$ cat src/rtl/time_pkg.sv
// Shared types and constants for the MM:SS time keeper.
// The optional blink feature in time_keeper_ctrl is enabled with TIME_KEEPER_BLINK_EN.
package time_pkg;

    typedef enum logic [1:0] {
        STOP    = 2'd0,
        RUN     = 2'd1,
        SET_MIN = 2'd2,
        SET_SEC = 2'd3
    } state_e;

    localparam logic [3:0] BCD_MAX_UNITS = 4'd9;
    localparam logic [3:0] BCD_MAX_TENS  = 4'd5;
    localparam logic [3:0] DIGIT_BLANK   = 4'hF;

    // True in either of the two edit states.
    function automatic logic is_set_mode(input state_e s);
        return (s == SET_MIN) || (s == SET_SEC);
    endfunction

endpackage

$ cat src/rtl/bcd_mod60_counter.sv
// Two-digit BCD counter that counts 00..59 and wraps to 00.
// carry_out flags an increment at 59 when carry_en allows it to propagate.
module bcd_mod60_counter
    import time_pkg::*;
(
    input  logic       clk,
    input  logic       rst,
    input  logic       inc,
    input  logic       clr,
    input  logic       carry_en,
    output logic [3:0] units,
    output logic [3:0] tens,
    output logic       carry_out
);

    logic [3:0] units_q, units_d;
    logic [3:0] tens_q, tens_d;
    logic       at_max;

    // Next digit values: clear wins over increment.
    always_comb begin
        // NOTE: every comb output gets a default first so no path leaves it unassigned (no latch).
        units_d = units_q;
        tens_d  = tens_q;
        at_max  = (units_q == BCD_MAX_UNITS) && (tens_q == BCD_MAX_TENS);
        if (clr) begin
            units_d = '0;
            tens_d  = '0;
        end else if (inc) begin
            if (units_q == BCD_MAX_UNITS) begin
                units_d = '0;
                tens_d  = (tens_q == BCD_MAX_TENS) ? 4'd0 : tens_q + 4'd1;
            end else begin
                units_d = units_q + 4'd1;
            end
        end
        carry_out = inc && carry_en && at_max;
    end

    // Digit registers with synchronous reset.
    always_ff @(posedge clk) begin
        // NOTE: sequential state uses non-blocking assignments so all registers update together.
        if (rst) begin
            units_q <= '0;
            tens_q  <= '0;
        end else begin
            units_q <= units_d;
            tens_q  <= tens_d;
        end
    end

    assign units = units_q;
    assign tens  = tens_q;

endmodule

$ cat src/rtl/time_keeper_ctrl.sv
// MM:SS sequencer: run/stop/set FSM, seconds prescaler and BCD time counters.
// Define TIME_KEEPER_BLINK_EN to blank the edited digit pair on a blink cadence.
module time_keeper_ctrl
    import time_pkg::*;
#(
    parameter int TICKS_PER_SEC = 50_000_000,
    parameter int BLINK_TICKS   = 12_500_000
) (
    input  logic       clk,
    input  logic       rst,
    input  logic       start_stop,
    input  logic       mode,
    input  logic       inc,
    input  logic       clear,
    output logic [3:0] digit1,
    output logic [3:0] digit2,
    output logic [3:0] digit3,
    output logic [3:0] digit4,
    output logic [1:0] state,
    output logic       wrap
);

    localparam int PRESC_W = (TICKS_PER_SEC > 2) ? $clog2(TICKS_PER_SEC) : 1;
    localparam logic [PRESC_W-1:0] PRESC_LAST = PRESC_W'(TICKS_PER_SEC - 1);

    if (TICKS_PER_SEC < 2) begin : g_bad_ticks
        $error("TICKS_PER_SEC must be at least 2");
    end
    if (BLINK_TICKS < 1) begin : g_bad_blink
        $error("BLINK_TICKS must be at least 1");
    end

    state_e               state_q, state_d;
    logic [PRESC_W-1:0]   presc_q, presc_d;
    logic                 wrap_q, wrap_d;
    logic                 sec_tick;
    logic                 set_min_inc, set_sec_inc;
    logic                 sec_inc, min_inc;
    logic                 sec_carry, min_carry;
    logic [3:0]           sec_units, sec_tens, min_units, min_tens;

    // State register.
    always_ff @(posedge clk) begin
        if (rst) state_q <= STOP;
        else     state_q <= state_d;
    end

    // Next state; clear beats mode, mode beats start_stop.
    always_comb begin
        state_d = state_q;
        if (clear) begin
            state_d = STOP;
        end else begin
            case (state_q)
                STOP:    if (mode) state_d = SET_MIN;
                         else if (start_stop) state_d = RUN;
                RUN:     if (start_stop) state_d = STOP;
                SET_MIN: if (mode) state_d = SET_SEC;
                SET_SEC: if (mode) state_d = STOP;
                default: state_d = STOP;
            endcase
        end
    end

    // Prescaler, edit increments and wrap detection.
    always_comb begin
        sec_tick    = (state_q == RUN) && (presc_q == PRESC_LAST);
        set_min_inc = inc && !mode && (state_q == SET_MIN);
        set_sec_inc = inc && !mode && (state_q == SET_SEC);
        sec_inc     = sec_tick || set_sec_inc;
        min_inc     = sec_carry || set_min_inc;
        wrap_d      = min_carry && !clear;
        presc_d     = presc_q;
        if (clear || ((state_d == SET_MIN) && (state_q != SET_MIN))) begin
            presc_d = '0;
        end else if (state_q == RUN) begin
            presc_d = sec_tick ? '0 : presc_q + 1'b1;
        end
    end

    // Prescaler and wrap-pulse registers.
    always_ff @(posedge clk) begin
        if (rst) begin
            presc_q <= '0;
            wrap_q  <= 1'b0;
        end else begin
            presc_q <= presc_d;
            wrap_q  <= wrap_d;
        end
    end

    // Seconds carry into minutes only on a running tick, never during editing.
    bcd_mod60_counter u_sec (
        .clk       (clk),
        .rst       (rst),
        .inc       (sec_inc),
        .clr       (clear),
        .carry_en  (sec_tick),
        .units     (sec_units),
        .tens      (sec_tens),
        .carry_out (sec_carry)
    );

    bcd_mod60_counter u_min (
        .clk       (clk),
        .rst       (rst),
        .inc       (min_inc),
        .clr       (clear),
        .carry_en  (sec_tick),
        .units     (min_units),
        .tens      (min_tens),
        .carry_out (min_carry)
    );

`ifdef TIME_KEEPER_BLINK_EN
    localparam int BLINK_W = (BLINK_TICKS > 2) ? $clog2(BLINK_TICKS) : 1;
    localparam logic [BLINK_W-1:0] BLINK_LAST = BLINK_W'(BLINK_TICKS - 1);

    logic [BLINK_W-1:0] blink_cnt_q, blink_cnt_d;
    logic               blink_q, blink_d;

    // Blink cadence: runs only while editing, restarts on each edit increment.
    always_comb begin
        blink_cnt_d = blink_cnt_q;
        blink_d     = blink_q;
        if (!is_set_mode(state_d) || set_min_inc || set_sec_inc) begin
            blink_cnt_d = '0;
            blink_d     = 1'b0;
        end else if (is_set_mode(state_q)) begin
            if (blink_cnt_q == BLINK_LAST) begin
                blink_cnt_d = '0;
                blink_d     = !blink_q;
            end else begin
                blink_cnt_d = blink_cnt_q + 1'b1;
            end
        end
    end

    // Blink counter and phase registers.
    always_ff @(posedge clk) begin
        if (rst) begin
            blink_cnt_q <= '0;
            blink_q     <= 1'b0;
        end else begin
            blink_cnt_q <= blink_cnt_d;
            blink_q     <= blink_d;
        end
    end
`endif

    // Output mapping, with the edited pair blanked during the off phase.
    always_comb begin
        state  = state_q;
        wrap   = wrap_q;
        digit1 = sec_units;
        digit2 = sec_tens;
        digit3 = min_units;
        digit4 = min_tens;
`ifdef TIME_KEEPER_BLINK_EN
        if (blink_q && (state_q == SET_MIN)) begin
            digit3 = DIGIT_BLANK;
            digit4 = DIGIT_BLANK;
        end
        if (blink_q && (state_q == SET_SEC)) begin
            digit1 = DIGIT_BLANK;
            digit2 = DIGIT_BLANK;
        end
`endif
    end

endmodule
$ cat config.mk
export PLATFORM = sky130hd
export DESIGN_NAME = time_keeper_ctrl
export DESIGN_NICKNAME = d
export VERILOG_FILES = /design/src/rtl/time_pkg.sv /design/src/rtl/bcd_mod60_counter.sv /design/src/rtl/time_keeper_ctrl.sv
export SDC_FILE = /design/constraint.sdc
export NUM_CORES = 1
export LEC_CHECK = 0
export CORE_MARGIN = 2
export CORE_UTILIZATION = 58
export CTS_BUF_LIST = sky130_fd_sc_hd__clkbuf_8
export DETAILED_ROUTE_END_ITERATION = 8
export GPL_ROUTABILITY_DRIVEN = 0
export HOLD_SLACK_MARGIN = 0.15
export PLACE_DENSITY = 0.87
export SKIP_LAST_GASP = 1
export SLEW_MARGIN = 20
export SYNTH_ARGS = -nofsm -noshare
export SYNTH_HDL_FRONTEND = slang
export SYNTH_SLANG_ARGS = --single-unit
$ cat constraint.sdc
create_clock -name clk -period 2.85 [get_ports clk]
set_input_delay 0.57 -clock clk [delete_from_list [all_inputs] [get_ports clk]]
set_output_delay 0.57 -clock clk [all_outputs]
set_load 0.01 [all_outputs]
==> results.ini, run 1 <==
[run_status]
outcome = finished clean

[global_route]
antenna_found_initial = 0
grt_usage = 0.236
gr-total-overflow = 0
grt_max_degree = 25
grt_pass1_vias = 1823
grt_pass1_wl_um = 8200

[yosys]
yosys.area_share.xor_xnor = 0.0844
yosys_warnings = 0
synth-async-reset-ratio = 0
synth_cells = 280
synth_area_um2 = 2390
synth-seq-cells = 45
synth_top_family_by_area = simple AND/OR/NAND/NOR gates
synth-seq-area-share = 0.377
synth_flop_cell = dfxtp_1
synth_nets = 287
synth_edf_count = 0
synth-compound-area-share = 0.118
avgSynthCellArea_um2 = 8.53
yosys.area_share.simple = 0.346
synthMuxAreaShare = 0.0168
synthDistinctLibCells = 52
synthAdderAreaFrac = 0.00524

[worst_setup_path]
endpoint_kind = register
worst_ep_arrival_time_ns = 2.54
slowest_delay_ns = 0.71
crit_path_start = state[0]$_SDFF_PP0_
r2r_slack_ns = 0.49
critical_path.slowest_cell = or4b_1
r2r-end = presc_q[23]$_SDFFE_PP0N_
cp_data_required_time_ns = 3.03
cp_cell_sequence = nand2b_4 -> or4b_1 -> or2_1 -> nand2b_4 -> nor2_1
cp-start-kind = register
critPathMaxFanout = 24
worstSetupPathType = reg -> reg
timing.critical_path.mode_cell = nand2b_4
rr_startpoint = state[0]$_SDFF_PP0_
critPathCapture = presc_q[23]$_SDFFE_PP0N_
r2r_cells = 5

[finish]
layout_commonest_cell = dfxtp_1
diodes = 0
final_nets = 307
fill_cells = 345
fin_util = 0.682
fin_cells = 351
layout_common_cells = 45 x dfxtp_1, 31 x nor2_1, 27 x nand2_1, 24 x clkdlybuf4s50_1, 14 x xor2_1
drive_above_1_share = 0.0831
final_area_um2 = 2710
area_growth_pct = 13.4

[drt]
drc = 0
wl_um = 4840
ant_nets = 0
via_count = 2040
first_iter_violations = 122
wl_per_cell_um = 13.8
vias_per_cell = 5.81
drt_pass1_iterations = 4

[floorplan]
die_x_um = 68.2
die_area_um2 = 4650
rows = 23
start_util = 0.601
fp.dieH_um = 68.2
core-area_um2 = 3970
num_io_pins = 25

[sta]
finalCritPeriodShare = 0.827
finalSetupViolations = 0
fin_skew_ns = 0.00835
fin_tns_setup_ns = 0
period_needed_ns = 2.36
fmax_mhz = 424
slew_headroom = 0.619
hold_ws_ns = 0.496
worst_slack_ns = 0.494
drv_slew = 0
hold_viol = 0
max_slew.worst_pin.slew_ns = 0.564
rsz0062_at_grt = false

[clock_network]
cts.sinks = 45
cts_buffer_depth = 2
post_cts_buffers = 0
cts_root_buffer = clkbuf_8
cts_tree = done
cts_resized = 0
cts_made_buffers = 5
clk_transition_reported_paths_ns = 0.08
ctsHoldBuffers = 0
cts_max_level = 2
insertion_delay_ns = 0.30

[placed_design]
place.port_buffers = 24
postPlaceCellArea_um2 = 2610
dp_slack_ns = 0.492
dp_hpwl_um = 3480
dp_cells = 343

[pwr]
p_leak_nw = 0.836
ir_drop_uv = 358
power.density_nw_per_um2 = 410
power_mw = 1.11

[worst_hold_path]
hold_class = reg -> reg

[flow_run]
cap_violations = 0

[final cells by class]
class                      count  area [um^2]  area share
multi-input combinational    215         1360       0.503
sequential                    45          901       0.333
timing repair buffer          26          255      0.0943
clock buffer                   7         96.3      0.0356
tap                           50         62.6      0.0231
inverter                       7         26.3     0.00970
clock inverter                 1         5.00     0.00185
[registers in the layout, summed over array words and instances, names as in the netlist]
register and cells:
u_sec.tens 4, wrap 1, u_sec.units 4, u_min.units 4, presc_q 26, u_min.tens 4, state 2
[critical path: cells and delay by family, from the launching register on]
family / cells / cell delay, ns
and+or+nand+nor: 5 / 1.66
DFF: 1 / 0.56
[how the worst min path moves through the flow]
stage,depth (start not counted),slack (ns),end,startpoint
finish,2,0.50,presc_q[0]$_SDFFE_PP0N_,presc_q[0]$_SDFFE_PP0N_
global route,2,0.53,presc_q[14]$_SDFFE_PP0N_,presc_q[14]$_SDFFE_PP0N_
CTS,2,0.50,presc_q[0]$_SDFFE_PP0N_,presc_q[0]$_SDFFE_PP0N_
detailed placement,2,0.47,presc_q[1]$_SDFFE_PP0N_,presc_q[1]$_SDFFE_PP0N_
global placement,2,0.47,presc_q[1]$_SDFFE_PP0N_,presc_q[1]$_SDFFE_PP0N_
floorplan,2,0.45,presc_q[1]$_SDFFE_PP0N_,presc_q[1]$_SDFFE_PP0N_
[per-layer routing]
metal  routed length, um  GRT usage  vias up
met5                   0          0        -
met4                  64     0.0800        0
met3                 265     0.0724        6
met2                2190      0.368       42
met1                2320      0.308      952
li1                    -          -     1040
[Yosys cell counts (all sizes together) (2+ instances only)]
cell	n	area, um^2
a211o	2	17.5
a211oi	3	22.5
a21boi	2	18.8
a21oi	9	45.0
a31oi	2	12.5
and2	3	18.8
and3	6	37.5
and4	3	26.3
buf	7	76.3
clkbuf	6	22.5
dfxtp	45	901
inv	7	26.3
mux2i	4	40.0
nand2	27	101
nand2b	4	40.0
nand3	12	60.1
nand3b	3	22.5
nand4	10	62.6
nor2	36	148
nor2b	4	25.0
nor3	13	65.1
nor3b	3	22.5
nor4	3	25.0
nor4b	4	35.0
nor4bb	5	50.1
o211ai	3	22.5
o21ai	9	45.0
or2	3	18.8
or3	5	31.3
or4b	2	20.0
xnor2	9	78.8
xor2	14	123
[logic make-up after synthesis]
kind of cell / after synthesis
compound gates: 39
xor+xnor: 23
mux: 4
fa+ha+maj: 1
flops: 45
buf+inv: 20
simple gates: 148
[power breakdown]
group	total, mW	internal (mW)	switching, mW	leakage, nW
registers	0.633	0.630	0.00381	0.363
clock network	0.432	0.219	0.213	0.0542
logic	0.0434	0.0199	0.0234	0.419
Note: power is estimated with default switching activity, not from simulation.
==> run 2, diff against run 1 <==
--- a/config.mk
+++ b/config.mk
@@ -6,12 +6,12 @@
 export NUM_CORES = 1
 export LEC_CHECK = 0
 export CORE_MARGIN = 2
-export CORE_UTILIZATION = 58
+export CORE_UTILIZATION = 53
 export CTS_BUF_LIST = sky130_fd_sc_hd__clkbuf_8
 export DETAILED_ROUTE_END_ITERATION = 8
 export GPL_ROUTABILITY_DRIVEN = 0
 export HOLD_SLACK_MARGIN = 0.15
-export PLACE_DENSITY = 0.87
+export PLACE_DENSITY = 0.84
 export SKIP_LAST_GASP = 1
 export SLEW_MARGIN = 20
 export SYNTH_ARGS = -nofsm -noshare
==> constraint.sdc (replaced) <==
create_clock -name clk -period 2 [get_ports clk]
set_input_delay 0.4 -clock clk [delete_from_list [all_inputs] [get_ports clk]]
set_output_delay 0.4 -clock clk [all_outputs]
set_load 0.01 [all_outputs]
==> run 2 against run 1 <==
Net effect:
- sequential cell count unchanged
- sequential share of layout area down 5.3 points
- critical path depth up 2
- largest power group unchanged
- the flow now finishes with violations (negative setup slack)
==> results.ini, run 2 (same netlist as run 1, synthesis figures left out) <==
[run_status]
outcome = finished, violations left
violations = negative setup slack

[finish]
drive_above_1_share = 0.252
final_area_um2 = 3240
final_nets = 359
area_growth_pct = 35.6
diodes = 0
layout_common_cells = 50 x buf_4, 42 x dfxtp_1, 31 x nor2_1, 26 x nand2_1, 24 x clkdlybuf4s50_1
largest_reg_flops = 26
layout_commonest_cell = buf_4
top_register = presc_q
fin_cells = 405

[sta]
hold_viol = 0
finalCritPeriodShare = 1.06
fin_tns_setup_ns = -0.438
fmax_mhz = 473
rsz0062_at_grt = true
slew_headroom = 0.601
drv_slew = 0
fin_skew_ns = 0.0143
max_slew.worst_pin.slew_ns = 0.593
finalSetupViolations = 6
worst_slack_ns = -0.116
period_needed_ns = 2.12

[clock_network]
cts_tree = done
cts_buffer_depth = 2
ctsHoldBuffers = 0
clk_transition_reported_paths_ns = 0.10
insertion_delay_ns = 0.31
cts_made_buffers = 5
cts_max_level = 2
cts.sinks = 45
cts_root_buffer = clkbuf_8

[worst_setup_path]
cp_data_required_time_ns = 2.21
r2r_slack_ns = -0.12
critPathMaxFanout = 5
r2r_cells = 7
endpoint_kind = register
worstSetupPathType = reg -> reg
crit_path_start = presc_q[0]$_SDFFE_PP0N_
worst_ep_arrival_time_ns = 2.32
cp-start-kind = register
r2r-end = u_min.tens[0]$_SDFFE_PP0P_
rr_startpoint = presc_q[0]$_SDFFE_PP0N_

[pwr]
ir_drop_uv = 334
power_mw = 1.70
p_leak_nw = 1.16
power.density_nw_per_um2 = 526

[floorplan]
rows = 24
die_x_um = 71.1
fp.dieH_um = 71.1
num_io_pins = 25
die_area_um2 = 5060
start_util = 0.548
core-area_um2 = 4350

[placed_design]
postPlaceCellArea_um2 = 2970
place.port_buffers = 24
dp_hpwl_um = 3980
dp_cells = 388

[drt]
wl_um = 5790
ant_nets = 0
drt_pass1_iterations = 4
first_iter_violations = 129
vias_per_cell = 5.68
wl_per_cell_um = 14.3
via_count = 2301
drc = 0

[global_route]
grt_usage = 0.237
grt_pass1_vias = 2209
gr-total-overflow = 0
grt_pass1_wl_um = 9640
antenna_found_initial = 0
grt_max_degree = 16

[flow_run]
cap_violations = 0

[worst_hold_path]
hold_path_startpoint = u_sec.tens[3]$_SDFFE_PP0P_
hold_class = reg -> reg
holdPathEnd = u_sec.tens[3]$_SDFFE_PP0P_
min_path_cells = 2

[run 2: cell type report]
type / instances / area [um^2]
clock buffers: 5 / 68.8
well taps: 52 / 65.1
inverters: 7 / 26.3
fillers: 300 / 1120
clock inverters: 3 / 46.3
multi-input cells: 215 / 1450
repair buffers: 78 / 678
flip-flops and latches: 45 / 905
[run 2: how the worst max path moves through the flow]
stage                                       to  depth (start not counted)
global placement               wrap$_SDFF_PP0_                          4
finish              u_min.tens[0]$_SDFFE_PP0P_                          7
CTS                 u_min.tens[0]$_SDFFE_PP0P_                          7
detailed placement             wrap$_SDFF_PP0_                          4
global route        u_min.tens[0]$_SDFFE_PP0P_                          7
floorplan             presc_q[25]$_SDFFE_PP0N_                         10
[run 2: through the flow]
stage          utilization  hold WS [ns]  worst slack, ns
2_1_floorplan            -         0.461          -0.0274
3_3_place_gp         0.683         0.487           -0.115
3_5_place_dp         0.683         0.490           -0.163
4_1_cts              0.729         0.505          -0.0768
5_1_grt              0.743         0.524           -0.138
6_report             0.743         0.499           -0.116
[run 2: power by group]
group	switching, mW	total, mW	leakage, nW	internal [mW]
sequential	0.00193	0.899	0.364	0.897
clock	0.336	0.710	0.0543	0.374
combinational	0.0441	0.0918	0.744	0.0477
total	0.382	1.70	1.16	1.32
[run 2: critical path: stages (launching register included)]
cell     delay (ns)
dfxtp_2        0.37
ha_4           0.14
nand4_1        0.12
or4b_4         0.59
buf_6          0.15
o31ai_4        0.25
a31oi_1        0.15
a41o_1         0.24
[run 2: metal layers]
metal | part of all wire | GRT usage
met3 | 0.031 | 0.0356
met5 | 0 | 0
met4 | 0.016 | 0.0943
met1 | 0.43 | 0.264
met2 | 0.53 | 0.447
[run 2: repair_timing]
action,4_1_cts,5_1_grt
buffers inserted,8,2
pin swaps,6,6
resized for setup,6,10
endpoints found under the setup margin,41,40
